### config.mk
export PLATFORM = sky130hd
export DESIGN_NAME = wav_play_sched
export DESIGN_NICKNAME = d
export VERILOG_FILES = /design/src/rtl/wav_pkg.sv /design/src/rtl/wav_play_sched_pingpong_tracker.sv /design/src/rtl/wav_play_sched.sv
export SDC_FILE = /design/constraint.sdc
export NUM_CORES = 1
export LEC_CHECK = 0
export BUFFER_PORTS_ARGS = -buffer_cell sky130_fd_sc_hd__buf_2
export CELL_PAD_IN_SITES_DETAIL_PLACEMENT = 1
export CELL_PAD_IN_SITES_GLOBAL_PLACEMENT = 2
export CORE_MARGIN = 2
export CORE_UTILIZATION = 38
export DETAILED_ROUTE_END_ITERATION = 7
export GPL_TIMING_DRIVEN = 1
export MAX_ROUTING_LAYER = met4
export PLACE_DENSITY_LB_ADDON = 0.25
export SYNTH_ARGS = -nofsm -noshare
export SYNTH_HDL_FRONTEND = slang
export SYNTH_SLANG_ARGS = --single-unit
### constraint.sdc
create_clock -name clk_50m -period 13.6 [get_ports clk_50m]
set_input_delay 0.68 -clock clk_50m [delete_from_list [all_inputs] [get_ports clk_50m]]
set_output_delay 0.68 -clock clk_50m [all_outputs]
set_load 0.1 [all_outputs]
### src/rtl/wav_pkg.sv
// wav_pkg: shared types and constants for the wav playback scheduler.
//   SEC_WORDS  16-bit samples per 512-byte SD sector
//   AW         sample RAM word-address width (two sector-sized halves)
//   UCW        underrun counter width
package wav_pkg;
  localparam int SEC_WORDS = 256;
  localparam int AW = $clog2(2 * SEC_WORDS);
  localparam int UCW = 16;
  typedef logic [31:0] sec_addr_t;
  typedef enum logic [2:0] {
    S_IDLE,
    S_WAIT_INIT,
    S_FILL,
    S_PLAY,
    S_DRAIN,
    S_ABORT
  } sched_state_t;
endpackage

### src/rtl/wav_play_sched_pingpong_tracker.sv
// pingpong_tracker: full flags, write half, read pointer and underrun count of the ping-pong sample RAM.
//   clr_i           restart: empty both halves, rewind both pointers, zero the underrun count
//   fill_i          accepted sector completion into the current write half
//   rd_en_i         sample consumed by the DAC side (only while playing)
//   full_o          per-half full flags
//   wr_half_o       half receiving the next sector
//   rd_ptr_o        RAM read address
//   underrun_cnt_o  saturating count of reads from an empty half
//   rd_mute_o       next-cycle "read half empty", for the registered mute
module pingpong_tracker #(
  parameter int SEC_WORDS = wav_pkg::SEC_WORDS,
  parameter int AW = wav_pkg::AW,
  parameter int UCW = wav_pkg::UCW
) (
  input  logic           clk_50m,
  input  logic           rst,
  input  logic           clr_i,
  input  logic           fill_i,
  input  logic           rd_en_i,
  output logic [1:0]     full_o,
  output logic           wr_half_o,
  output logic [AW-1:0]  rd_ptr_o,
  output logic [UCW-1:0] underrun_cnt_o,
  output logic           rd_mute_o
);
  logic [1:0] full_q, full_d;
  logic wr_half_q, wr_half_d;
  logic [AW-1:0] rd_ptr_q, rd_ptr_d;
  logic [UCW-1:0] ucnt_q, ucnt_d;
  logic rd_half, hit, miss, wrap;
  assign rd_half = rd_ptr_q[AW-1];
  assign hit = rd_en_i && full_q[rd_half];
  assign miss = rd_en_i && !full_q[rd_half];
  // last word of a half: the increment carries into the half bit, so that half is now free
  assign wrap = hit && (rd_ptr_q[AW-2:0] == (AW-1)'(SEC_WORDS - 1));
  // fill and wrap never touch the same half: a half is only filled while empty and only read while full
  always_comb begin
    full_d = full_q;
    if (fill_i) full_d[wr_half_q] = 1'b1;
    if (wrap) full_d[rd_half] = 1'b0;
    if (clr_i) full_d = 2'b00;
  end
  assign wr_half_d = clr_i ? 1'b0 : wr_half_q ^ fill_i;
  assign rd_ptr_d = clr_i ? '0 : rd_ptr_q + AW'(hit);
  assign ucnt_d = clr_i ? '0 : (miss && !(&ucnt_q)) ? ucnt_q + UCW'(1) : ucnt_q;
  assign rd_mute_o = !full_d[rd_ptr_d[AW-1]];
  always_ff @(posedge clk_50m or posedge rst) begin
    if (rst) begin
      full_q <= 2'b00;
      wr_half_q <= 1'b0;
      rd_ptr_q <= '0;
      ucnt_q <= '0;
    end else begin
      full_q <= full_d;
      wr_half_q <= wr_half_d;
      rd_ptr_q <= rd_ptr_d;
      ucnt_q <= ucnt_d;
    end
  end
  assign full_o = full_q;
  assign wr_half_o = wr_half_q;
  assign rd_ptr_o = rd_ptr_q;
  assign underrun_cnt_o = ucnt_q;
endmodule

### src/rtl/wav_play_sched.sv
// wav_play_sched: schedules SD sector reads into a ping-pong sample RAM and paces the DAC-side read address.
//   start/stop          one-cycle playback control pulses
//   loop_en             restart from start_sec after the last sector
//   start_sec/num_secs  file extent, latched on an accepted start
//   sd_ready            SD card initialised
//   read_req/read_sec   one-cycle sector read request and its address
//   wr_half             RAM half receiving the current sector
//   sec_done            requested sector fully written
//   wav_rden            one sample consumed by the DAC side
//   rd_addr             RAM read address
//   mute/busy/done      DAC zeroing, activity, end-of-playback pulse
//   underrun_cnt        saturating count of reads from an empty half
module wav_play_sched #(
  parameter int SEC_WORDS = wav_pkg::SEC_WORDS,
  parameter int AW = wav_pkg::AW,
  parameter int UCW = wav_pkg::UCW
) (
  input  logic           clk_50m,
  input  logic           rst,
  input  logic           start,
  input  logic           stop,
  input  logic           loop_en,
  input  logic [31:0]    start_sec,
  input  logic [31:0]    num_secs,
  input  logic           sd_ready,
  output logic           read_req,
  output logic [31:0]    read_sec,
  output logic           wr_half,
  input  logic           sec_done,
  input  logic           wav_rden,
  output logic [AW-1:0]  rd_addr,
  output logic           mute,
  output logic           busy,
  output logic           done,
  output logic [UCW-1:0] underrun_cnt
);
  import wav_pkg::*;
  sched_state_t state_q, state_d;
  sec_addr_t sec_ptr_q, sec_ptr_d, secs_left_q, secs_left_d, start_sec_q, num_secs_q, read_sec_q;
  logic outstanding_q, outstanding_d, read_req_q, mute_q, mute_d, busy_q, done_q;
  logic accept, active, stopping, issue, load, reading, trk_mute;
  logic [1:0] full;
  assign accept = sec_done && outstanding_q;
  assign active = state_q inside {S_FILL, S_PLAY, S_DRAIN};
  assign stopping = stop && state_q inside {S_WAIT_INIT, S_FILL, S_PLAY, S_DRAIN};
  assign issue = active && !stop && !outstanding_q && secs_left_q != '0 && !full[wr_half];
  assign load = state_q == S_IDLE && start && num_secs != '0;
  assign reading = wav_rden && state_q inside {S_PLAY, S_DRAIN};
  pingpong_tracker #(.SEC_WORDS(SEC_WORDS), .AW(AW), .UCW(UCW)) u_trk (
    .clk_50m(clk_50m),
    .rst(rst),
    .clr_i(load),
    .fill_i(accept),
    .rd_en_i(reading),
    .full_o(full),
    .wr_half_o(wr_half),
    .rd_ptr_o(rd_addr),
    .underrun_cnt_o(underrun_cnt),
    .rd_mute_o(trk_mute)
  );
  // a stop coinciding with sec_done has nothing left in flight, so it skips ABORT
  always_comb begin
    state_d = state_q;
    if (stopping) state_d = (outstanding_q && !sec_done) ? S_ABORT : S_IDLE;
    else case (state_q)
      S_IDLE:      state_d = load ? S_WAIT_INIT : S_IDLE;
      S_WAIT_INIT: state_d = sd_ready ? S_FILL : S_WAIT_INIT;
      S_FILL:      state_d = (full == 2'b11 || (secs_left_q == '0 && !outstanding_q)) ? S_PLAY : S_FILL;
      S_PLAY:      state_d = (secs_left_q == '0 && !outstanding_q) ? S_DRAIN : S_PLAY;
      S_DRAIN:     state_d = (full == 2'b00) ? S_IDLE : S_DRAIN;
      S_ABORT:     state_d = sec_done ? S_IDLE : S_ABORT;
      default:     state_d = S_IDLE;
    endcase
  end
  // looping reloads in the same cycle the count would reach zero, so secs_left never reads 0 while looping
  always_comb begin
    sec_ptr_d = sec_ptr_q;
    secs_left_d = secs_left_q;
    if (load) begin
      sec_ptr_d = start_sec;
      secs_left_d = num_secs;
    end else if (accept) begin
      sec_ptr_d = sec_ptr_q + 32'd1;
      secs_left_d = secs_left_q - 32'd1;
      if (secs_left_d == '0 && loop_en) begin
        sec_ptr_d = start_sec_q;
        secs_left_d = num_secs_q;
      end
    end
  end
  assign outstanding_d = issue ? 1'b1 : accept ? 1'b0 : outstanding_q;
  assign mute_d = (state_d inside {S_PLAY, S_DRAIN}) ? trk_mute : 1'b1;
  always_ff @(posedge clk_50m or posedge rst) begin
    if (rst) begin
      state_q <= S_IDLE;
      sec_ptr_q <= '0;
      secs_left_q <= '0;
      start_sec_q <= '0;
      num_secs_q <= '0;
      outstanding_q <= 1'b0;
      read_req_q <= 1'b0;
      read_sec_q <= '0;
      mute_q <= 1'b1;
      busy_q <= 1'b0;
      done_q <= 1'b0;
    end else begin
      state_q <= state_d;
      sec_ptr_q <= sec_ptr_d;
      secs_left_q <= secs_left_d;
      start_sec_q <= load ? start_sec : start_sec_q;
      num_secs_q <= load ? num_secs : num_secs_q;
      outstanding_q <= outstanding_d;
      read_req_q <= issue;
      read_sec_q <= issue ? sec_ptr_q : read_sec_q;
      mute_q <= mute_d;
      busy_q <= state_d != S_IDLE;
      done_q <= state_q != S_IDLE && state_d == S_IDLE;
    end
  end
  assign read_req = read_req_q;
  assign read_sec = read_sec_q;
  assign mute = mute_q;
  assign busy = busy_q;
  assign done = done_q;
endmodule

==> metrics.cfg, run 1 <==
[detailed_routing]
via_count=9055
drt_iter0_drc=553
drt-total-wl_um=30200
viasPerCell=5.53
wl_per_cell_um=18.5
drc=0
dr.pass1.iters=5
ant_nets=0

[clocking]
numClockSinks=196
cts_setup_buffers=0
clock_path_buffers=2
clkTransAtPathRegs_ns=0.08
post_cts_resized=0
cts_buffers=17
clock-root-buffer=clkbuf_16
h-tree-depth=4
hold_buffers=0
clk_latency_ns=0.45
cts_tree=built

[sta]
grt_setup_unrepaired=false
whs_ns=0.300
max_freq_ghz=0.222
maxSlewHeadroom=0.274
min_period_over_period=0.332
period_needed_ns=4.51
drv_slew=0
setup_violations=0
tightest_slew_ns=1.09
setup_ws_ns=9.09
hold_viol_final=0
fin_tns_setup_ns=0
fin_skew_ns=0.0165

[floorplan]
core_area_sq_um=26700
die_x_um=168
initial_utilization=0.383
die_h_um=168
rows=60
die_area_sq_um=28300
io_pins=134

[global_routing]
antenna_found_initial=3
grt_pass1_wl_um=50300
gr-usage-all-layers=0.226
grt_max_degree=97
grt_pass1_vias=9366
overflow=0

[synth]
synth_edf_count=0
ys_types=76
async_flop_share=1.00
synthCells=1189
ys.flop_type=dfrtp_1
synth_area_sq_um=10200
ys_ff_latch=196
yosysSeqAreaShare=0.479
synth.avg_cell_area_sq_um=8.62
syn-num-nets=1267
yosysWarnings=0

[place]
gp_congestion=0.865
place_ws_ns=9.11
port_buffers=133
dp.cells=1601
placed_area_sq_um=11100
hpwl_um=20300

[finish]
fin_area_sq_um=11700
area_delta_synth_final_pct=14.5
fin_nets=1357
drive_above_1_share=0.157
fin_util=0.439
nFillCells=3194
final_cells=1636

[power]
vdd_drop_max_mv=0.0787
total_power_mw=2.59
power.switching_mw=1.25
combinationalPowerShare=0.393
seq_power_share=0.403
leakage_nw=5.46
intPower_mw=1.34
power_frac_clock=0.204
power.density_nw_per_um2=221
netSwitchingFraction=0.483

[setup_path]
cp_top_family=simple AND/OR/NAND/NOR gates
slowest_delay_ns=0.73
critPathLaunchType=register
path_class=register to register
arrival_ns=4.80
slowest_stage=and4_2
crit_buf_inv=2
cp_cell_sequence=inv_1 -> ha_1 -> or3b_4 -> nor4_4 -> and4_1 -> xor2_1 -> nor4_2 -> and4_2 -> buf_4 -> mux2_1 -> a22oi_1 -> o21ai_1
cp_data_required_time_ns=13.89
crit_path_end_kind=register
crit_path_max_fanout=45

[hold_path]
hold_class=input port to async pin

[status]
outcome=completed

[job]
maxCapViolCount=0

path summary, 6_finish.rpt:
kind                                               end                  startpoint  slack [ns]  depth (start not counted)
max in group asynchronous  secs_left_q[25]$_DFFE_PP0P_                         rst       11.36                          4
min in group clk_50m        start_sec_q[6]$_DFFE_PP0P_                start_sec[6]        0.45                          3
min reg2reg                   read_sec[23]$_DFFE_PP0P_    read_sec[23]$_DFFE_PP0P_        0.47                          2
min                           read_sec[26]$_DFFE_PP0P_                         rst        0.30                          2
max reg2reg                   sec_ptr_q[2]$_DFFE_PP0P_  secs_left_q[0]$_DFFE_PP0P_        9.09                         12
max                           sec_ptr_q[2]$_DFFE_PP0P_  secs_left_q[0]$_DFFE_PP0P_        9.09                         12
final cells by class:
class / count / area, sq um / share of cell area
flip-flops and latches: 196 / 4910 / 0.418
well taps: 341 / 427 / 0.0364
diodes: 3 / 7.51 / 0.000640
clock inverters: 15 / 183 / 0.0156
inverters: 17 / 71.3 / 0.00608
clock buffers: 17 / 425 / 0.0362
repair buffers: 144 / 748 / 0.0637
multi-input cells: 903 / 4970 / 0.423
placed cells by master (no fill, tap or decap), drive strengths merged, types with 7 or more instances in the layout:
| cell | count |
|---|---|
| clkbuf | 17 |
| mux2i | 9 |
| and3 | 12 |
| and4 | 11 |
| inv | 25 |
| or3 | 11 |
| o21bai | 8 |
| a22o | 11 |
| nand2b | 11 |
| nor2 | 71 |
| nand4 | 26 |
| nor4 | 21 |
| a21oi | 63 |
| mux2 | 13 |
| and2 | 10 |
| nor3 | 31 |
| xor2 | 17 |
| o31ai | 18 |
| buf | 144 |
| nand2 | 327 |
| nand3 | 30 |
| a21o | 7 |
| o21a | 8 |
| xnor2 | 9 |
| nor2b | 7 |
| o21ai | 78 |
| a22oi | 10 |
| a31oi | 12 |
| dfrtp | 195 |
cell families after synthesis:
logic type,share of synthesized area
flops,0.479
compound gates,0.158
buf+inv,0.0381
mux,0.0238
fa+ha+maj,0.00733
xor+xnor,0.0230
simple gates,0.271
metal layers:
metal  GRT usage  wire length, um  part of all wire  up-vias
li1            -                -                 -     4343
met1       0.314            15000              0.50     4544
met2       0.356            14100              0.47      145
met3      0.0221              727             0.024       23
met4      0.0585              330             0.011        0
met5           -                0                 0        -
synth_stat cells (5+ instances only):
master	n	area, sq um
or3_1	11	68.8
nand4_1	25	156
o221ai_1	5	43.8
xor2_1	16	140
a211oi_1	6	45.0
a21oi_1	63	315
nand3b_1	5	37.5
nand3_1	30	150
nor3_1	30	150
and3_1	12	75.1
a21o_1	7	52.6
nand2b_1	11	68.8
and2_1	9	56.3
o211ai_1	5	37.5
nor2_1	71	267
a31oi_1	12	75.1
clkbuf_1	49	184
dfrtp_1	195	4880
o31ai_1	18	135
mux2_1	9	101
buf_1	6	22.5
buf_2	12	60.1
ha_1	6	75.1
inv_1	17	63.8
a22o_1	11	96.3
nor2b_1	7	43.8
xnor2_1	9	78.8
o21bai_1	8	60.1
o21a_1	8	60.1
o21ai_1	17	85.1
nand2_1	327	1230
o21ai_0	61	305
and4_1	11	96.3
nor4_1	17	106
mux2i_1	9	90.1
a22oi_1	10	75.1
state kept, by name, indices dropped and copies added (netlist names), 2 cells and up:
name,flops
secs_left_q,32
read_sec,32
u_trk.underrun_cnt_o,16
num_secs_q,32
sec_ptr_q,32
u_trk.rd_ptr_o,9
start_sec_q,32
state_q,3
u_trk.full_o,2
power groups by stage:
stage / registers, mW / logic (mW) / clock network, mW
after floorplan: 1.31 / 0.497 / 0
after global placement: 1.04 / 1.00 / 0
after detailed placement: 1.05 / 1.03 / 0
after CTS: 1.04 / 1.03 / 0.540
after global routing: 1.08 / 1.12 / 0.566
final: 1.04 / 1.02 / 0.528
(Power assumes the default switching activity.)
==> inputs of run 2 (changes only) <==
--- a/config.mk
+++ b/config.mk
@@ -9,7 +9,7 @@
 export CELL_PAD_IN_SITES_DETAIL_PLACEMENT = 1
 export CELL_PAD_IN_SITES_GLOBAL_PLACEMENT = 2
 export CORE_MARGIN = 2
-export CORE_UTILIZATION = 38
+export CORE_UTILIZATION = 32
 export DETAILED_ROUTE_END_ITERATION = 7
 export GPL_TIMING_DRIVEN = 1
 export MAX_ROUTING_LAYER = met4
==> constraint.sdc (replaced) <==
create_clock -name clk_50m -period 3.61 [get_ports clk_50m]
set_input_delay 0.1805 -clock clk_50m [delete_from_list [all_inputs] [get_ports clk_50m]]
set_output_delay 0.1805 -clock clk_50m [all_outputs]
set_load 0.1 [all_outputs]
==> run 2 against run 1 <==
Net effect: clock power grew to 3.6 times the previous value; global-route usage fell by 2.1 points; fmax up 37%; highest routed layer unchanged.
==> metrics.cfg, run 2 (synthesis results as in run 1) <==
[sta]
tightest_slew_ns=1.13  ; was 1.09 ns
min_period_over_period=0.915  ; was 0.332
fin_tns_setup_ns=0  ; unchanged
fin_skew_ns=0.0121  ; was 0.0165 ns
grt_setup_unrepaired=false  ; unchanged
setup_violations=0  ; unchanged
maxSlewHeadroom=0.248  ; was 0.274
period_needed_ns=3.30  ; was 4.51 ns
max_freq_ghz=0.303  ; was 0.222 GHz
drv_slew=0  ; unchanged
hold_viol_final=0  ; unchanged

[power]
intPower_mw=5.20  ; was 1.34 mW
power.density_nw_per_um2=783  ; was 221 nW/um^2
total_power_mw=9.93  ; was 2.59 mW
netSwitchingFraction=0.477  ; was 0.483
leakage_nw=5.86  ; was 5.46 nW
vdd_drop_max_mv=0.355  ; was 0.0787 mV
seq_power_share=0.386  ; was 0.403
power.switching_mw=4.73  ; was 1.25 mW
power_frac_clock=0.191  ; was 0.204
combinationalPowerShare=0.422  ; was 0.393

[setup_path]
slowest_stage=or4_4  ; was and4_2
slowest_delay_ns=0.53  ; was 0.73 ns
crit_buf_inv=1  ; was 2
crit_path_max_fanout=27  ; was 45
cp_data_required_time_ns=3.95  ; was 13.89 ns
cp_top_family=simple AND/OR/NAND/NOR gates  ; unchanged
arrival_ns=3.64  ; was 4.80 ns
r2r-start=secs_left_q[13]$_DFFE_PP0P_  ; was secs_left_q[0]$_DFFE_PP0P_
path_class=register to register  ; unchanged
critPathLaunchType=register  ; unchanged
crit_path_end_kind=register  ; unchanged
cp_cell_sequence=or4_4 -> nor4_4 -> nand4_1 -> xnor2_1 -> nor4_2 -> and4_4 -> buf_12 -> nor4_1 -> o21a_1 -> o41ai_1  ; was inv_1 -> ha_1 -> or3b_4 -> nor4_4 -> and4_1 -> xor2_1 -> nor4_2 -> and4_2 -> buf_4 -> mux2_1 -> a22oi_1 -> o21ai_1
crit_start=secs_left_q[13]$_DFFE_PP0P_  ; was secs_left_q[0]$_DFFE_PP0P_

[place]
gp_congestion=0.796  ; was 0.865
port_buffers=133  ; unchanged
hpwl_um=22200  ; was 20300 um

[floorplan]
core_area_sq_um=31600  ; was 26700 sq um
die_h_um=183  ; was 168 um
initial_utilization=0.325  ; was 0.383
rows=65  ; was 60
die_area_sq_um=33500  ; was 28300 sq um
die_x_um=183  ; was 168 um
io_pins=134  ; unchanged

[detailed_routing]
via_count=9312  ; was 9055
drt_iter0_drc=398  ; was 553
viasPerCell=5.22  ; was 5.53
wl_per_cell_um=18.2  ; was 18.5 um
dr.pass1.iters=5  ; unchanged
ant_nets=0  ; unchanged
drc=0  ; unchanged
drt-total-wl_um=32400  ; was 30200 um

[clocking]
clock_path_buffers=2  ; unchanged
h-tree-depth=4  ; unchanged
clkTransAtPathRegs_ns=0.08  ; about the same
clock-root-buffer=clkbuf_16  ; unchanged
clk_latency_ns=0.45  ; about the same
numClockSinks=196  ; unchanged
cts_tree=built  ; unchanged
cts_setup_buffers=0  ; unchanged
cts_buffers=17  ; unchanged

[hold_path]
hold_start=num_secs[2]
hold_class=input port to register  ; was input port to async pin

[finish]
fin_nets=1447  ; was 1357
drive_above_1_share=0.168  ; was 0.157
final_common_cell=nand2_1  ; unchanged
diodes=0  ; was 3
layout_common_cells=327 x nand2_1, 195 x dfrtp_1, 133 x buf_2  ; unchanged
area_delta_synth_final_pct=23.8  ; was 14.5%
nFillCells=3748  ; was 3194

[global_routing]
gr-usage-all-layers=0.205  ; was 0.226
grt_pass1_wl_um=52900  ; was 50300 um
grt_pass1_vias=9758  ; was 9366
grt_max_degree=77  ; was 97
overflow=0  ; unchanged
antenna_found_initial=0  ; was 3

[job]
maxCapViolCount=0  ; unchanged

[status]
outcome=completed  ; unchanged

run 2: power groups by stage:
stage,Combinational (mW),Clock (mW),Sequential (mW)
after global placement,4.08,0,3.84
after floorplan,1.87,0,4.95
after CTS,4.23,1.97,3.84
after detailed placement,4.17,0,3.87
final,4.19,1.90,3.84
after global routing,4.59,2.04,3.97
run 2: path summary, 6_finish.rpt:
kind,endpoint,slack [ns],depth (start not counted)
min in group asynchronous,start_sec_q[20]$_DFFE_PP0P_,0.33,3
setup / recovery,sec_ptr_q[30]$_DFFE_PP0P_,0.31,10
setup reg to reg,sec_ptr_q[30]$_DFFE_PP0P_,0.31,10
max in group asynchronous,num_secs_q[8]$_DFFE_PP0P_,2.50,4
hold / removal,num_secs_q[2]$_DFFE_PP0P_,0.02,3
hold reg to reg,read_sec[26]$_DFFE_PP0P_,0.47,2
run 2: what timing repair did:
action / CTS / global route
gates resized for setup: 0 / 2
hold buffers: 60 / 0
endpoints found under the setup margin: 0 / 12
hold endpoints to repair: 116 / 0
run 2: worst min-delay path: stages:
cell and delay [ns]:
buf_2 0.12, nand2_1 0.08, nand2_1 0.06
run 2: per-layer routing:
metal	share of wire	track usage	vias up
li1	-	-	4533
met1	0.49	0.275	4590
met2	0.46	0.324	154
met3	0.027	0.0294	35
met4	0.019	0.0589	0
met5	0	-	-
run 2: final cells by class:
cell class                 instances  area [sq um]  share of cell area
tap                              402           503              0.0396
multi-input combinational        903          4970               0.392
clock buffer                      19           433              0.0341
sequential                       196          4910               0.387
clock inverter                    13           123             0.00966
timing repair buffer             234          1690               0.133
inverter                          17          67.6             0.00532
run 2: per-stage QoR:
step | hold WS (ns) | instance area [sq um] | instances | setup slack [ns] | util
after floorplan | 0.286 | 10300 | 1189 | 0.350 | -
after global placement | 0.260 | 11500 | 1692 | 0.293 | 0.365
after detailed placement | 0.258 | 11500 | 1692 | 0.221 | 0.365
after CTS | 0.00610 | 12700 | 1784 | 0.181 | 0.402
after global routing | 0.0224 | 12700 | 1784 | 0.0358 | 0.402
final | 0.0240 | 12700 | 1784 | 0.308 | 0.402
==> inputs of run 3 (changes only) <==
--- a/config.mk
+++ b/config.mk
@@ -8,8 +8,7 @@
 export BUFFER_PORTS_ARGS = -buffer_cell sky130_fd_sc_hd__buf_2
 export CELL_PAD_IN_SITES_DETAIL_PLACEMENT = 1
 export CELL_PAD_IN_SITES_GLOBAL_PLACEMENT = 2
-export CORE_MARGIN = 2
-export CORE_UTILIZATION = 32
+export CORE_UTILIZATION = 38
 export DETAILED_ROUTE_END_ITERATION = 7
 export GPL_TIMING_DRIVEN = 1
 export MAX_ROUTING_LAYER = met4
==> constraint.sdc (replaced) <==
create_clock -name clk_50m -period 4 [get_ports clk_50m]
set_input_delay 0.2 -clock clk_50m [delete_from_list [all_inputs] [get_ports clk_50m]]
set_output_delay 0.2 -clock clk_50m [all_outputs]
set_load 0.1 [all_outputs]
==> run 3 against run 2 <==
Net effect: the flow now finishes with violations (design-rule violations); worst hold slack worse by 0.017 ns; clock skew up 0.0051 ns; final area down 3.5%; fmax down 13%; core utilization up 6.4 points; final cell count down 5.7%; critical path depth up 2; count of clock-buffer cells in the layout down 1; clock power down 6%; sequential share of layout area up 1.4 points; routed wire length down 7.1%; largest cell class unchanged; highest routed layer unchanged.
==> metrics.cfg, run 3 (synthesis results as in run 1) <==
[place]
dp.cells=1611  ; was 1692
gp_congestion=0.822  ; was 0.796
hpwl_um=20500  ; was 22200 um
port_buffers=133  ; unchanged

[finish]
regArea_sq_um=4910  ; unchanged
final_common_cell=nand2_1  ; unchanged
final_cells=1682  ; was 1784
layout_common_cells=327 x nand2_1, 195 x dfrtp_1, 133 x buf_2  ; unchanged
area_delta_synth_final_pct=19.6  ; was 23.8%
multiInputGateArea_sq_um=4970  ; about the same
diodes=0  ; unchanged
fin_nets=1412  ; was 1447
nFillCells=3141  ; was 3748
drive_above_1_share=0.162  ; was 0.168

[clocking]
h-tree-depth=4  ; unchanged
numClockSinks=196  ; unchanged
cts_tree=built  ; unchanged
post_cts_resized=0  ; unchanged
clk_latency_ns=0.44  ; was 0.45 ns
clkTransAtPathRegs_ns=0.07  ; was 0.08 ns
clock-root-buffer=clkbuf_16  ; unchanged
clock_path_buffers=2  ; unchanged
cts_setup_buffers=0  ; unchanged
cts_buffers=17  ; unchanged

[hold_path]
min_path_cells=3  ; unchanged
hold_class=input port to register  ; unchanged
min_to=start_sec_q[22]$_DFFE_PP0P_  ; was num_secs_q[2]$_DFFE_PP0P_
hold_start=start_sec[22]  ; was num_secs[2]

[power]
intPower_mw=4.63  ; was 5.20 mW
power.switching_mw=4.24  ; was 4.73 mW
leakage_nw=5.70  ; was 5.86 nW
power.density_nw_per_um2=724  ; was 783 nW/um^2
netSwitchingFraction=0.478  ; was 0.477
power_frac_clock=0.200  ; was 0.191
seq_power_share=0.396  ; was 0.386
vdd_drop_max_mv=0.223  ; was 0.355 mV
combinationalPowerShare=0.404  ; was 0.422

[floorplan]
initial_utilization=0.390  ; was 0.325
die_h_um=166  ; was 183 um
die_x_um=166  ; was 183 um
die_area_sq_um=27600  ; was 33500 sq um
io_pins=134  ; unchanged
core_area_sq_um=26300  ; was 31600 sq um
rows=59  ; was 65

[sta]
setup_violations=0  ; unchanged
fin_tns_setup_ns=0  ; unchanged
whs_ns=0.00693  ; was 0.0240 ns
max_freq_ghz=0.264  ; was 0.303 GHz
hold_viol_final=0  ; unchanged
fin_skew_ns=0.0172  ; was 0.0121 ns
min_period_over_period=0.946  ; was 0.915
drv_slew=0  ; unchanged
period_needed_ns=3.79  ; was 3.30 ns
maxSlewHeadroom=0.325  ; was 0.248
tightest_slew_ns=1.01  ; was 1.13 ns
grt_setup_unrepaired=false  ; unchanged

[detailed_routing]
drt-total-wl_um=30100  ; was 32400 um
drt_iter0_drc=529  ; was 398
drc=9  ; was 0
wl_per_cell_um=17.9  ; was 18.2 um
dr.pass1.iters=6  ; was 5
viasPerCell=5.50  ; was 5.22
ant_nets=0  ; unchanged
via_count=9250  ; was 9312

[setup_path]
reg2reg_slack_ns=0.21  ; was 0.31 ns
critPathLaunchType=register  ; unchanged
crit_path_max_fanout=52  ; was 27
arrival_ns=4.10  ; was 3.64 ns
timing.rr.end=sec_ptr_q[30]$_DFFE_PP0P_  ; unchanged
r2r-start=secs_left_q[1]$_DFFE_PP0P_  ; was secs_left_q[13]$_DFFE_PP0P_
path_class=register to register  ; unchanged
rr_worst_depth=12  ; was 10
crit_path_end_kind=register  ; unchanged
cp_data_required_time_ns=4.32  ; was 3.95 ns

[status]
outcome=complete, but fails checks  ; was completed
failed_checks=design-rule violations

[global_routing]
grt_max_degree=159  ; was 77
overflow=0  ; unchanged
gr-usage-all-layers=0.232  ; was 0.205
antenna_found_initial=0  ; unchanged
grt_pass1_wl_um=50400  ; was 52900 um
grt_pass1_vias=9495  ; was 9758

[job]
maxCapViolCount=0  ; unchanged

-- run 3: cell count changes in the layout (fill, tap and decap cells not counted), moves of 2 or more --
cell           change
clkinv_2           -2
clkinvlp_4         -3
inv_8              +3
clkinv_8           +2
buf_12             -6
dlygate4sd3_1     -21
buf_4              -8
-- run 3: worst max path at each step --
stage	startpoint	end	slack, ns	cells past startpoint
floorplan	secs_left_q[0]$_DFFE_PP0P_	sec_ptr_q[2]$_DFFE_PP0P_	0.74	13
finish	secs_left_q[1]$_DFFE_PP0P_	sec_ptr_q[30]$_DFFE_PP0P_	0.21	12
global placement	secs_left_q[1]$_DFFE_PP0P_	sec_ptr_q[2]$_DFFE_PP0P_	0.33	12
global route	secs_left_q[1]$_DFFE_PP0P_	sec_ptr_q[30]$_DFFE_PP0P_	0.008	12
CTS	secs_left_q[1]$_DFFE_PP0P_	sec_ptr_q[30]$_DFFE_PP0P_	0.17	12
detailed placement	secs_left_q[1]$_DFFE_PP0P_	sec_ptr_q[2]$_DFFE_PP0P_	0.23	12
-- run 3: cell type report --
cell class,count,area share
Timing Repair Buffer,199,0.106
Multi-Input combinational cell,903,0.406
Clock buffer,18,0.0350
Sequential cell,196,0.400
Clock inverter,14,0.0135
Inverter,17,0.00551
Tap cell,335,0.0342
-- run 3: per-stage QoR --
stage	utilization	power (mW)	instance area (sq um)	worst slack, ns
floorplan	-	6.16	10300	0.740
global placement	0.429	7.01	11300	0.329
detailed placement	0.429	7.11	11300	0.227
CTS	0.466	8.95	12300	0.174
global route	0.466	9.43	12300	0.00768
finish	0.466	8.87	12300	0.215
-- run 3: layer usage --
layer | part of all wire | global-route usage | vias to the layer above
met5 | 0 | - | -
met4 | 0.012 | 0.0608 | 0
met3 | 0.026 | 0.0279 | 26
met2 | 0.47 | 0.374 | 167
met1 | 0.49 | 0.311 | 4603
li1 | - | - | 4454
-- run 3: power groups by stage --
stage / Sequential, mW / Clock, mW / Combinational, mW
4_1_cts: 3.50 / 1.83 / 3.62
3_5_place_dp: 3.53 / 0 / 3.58
3_3_place_gp: 3.51 / 0 / 3.50
6_report: 3.51 / 1.78 / 3.58
2_1_floorplan: 4.47 / 0 / 1.69
5_1_grt: 3.64 / 1.88 / 3.90
-- run 3: worst max-delay path: stages (launching register included) --
cell and delay (ns):
dfrtp_1 0.44, inv_1 0.11, ha_1 0.24, or3b_4 0.46, nor4_4 0.33, and4_1 0.31
xor2_1 0.09, nor4_2 0.40, and4_2 0.34, buf_12 0.28, nor4_1 0.10, o21a_1 0.19
o41ai_1 0.37
-- run 3: timing repair --
item / CTS / global route
setup endpoints to repair: 0 / 5
hold buffers: 39 / 0
endpoints found under the hold margin: 93 / 0
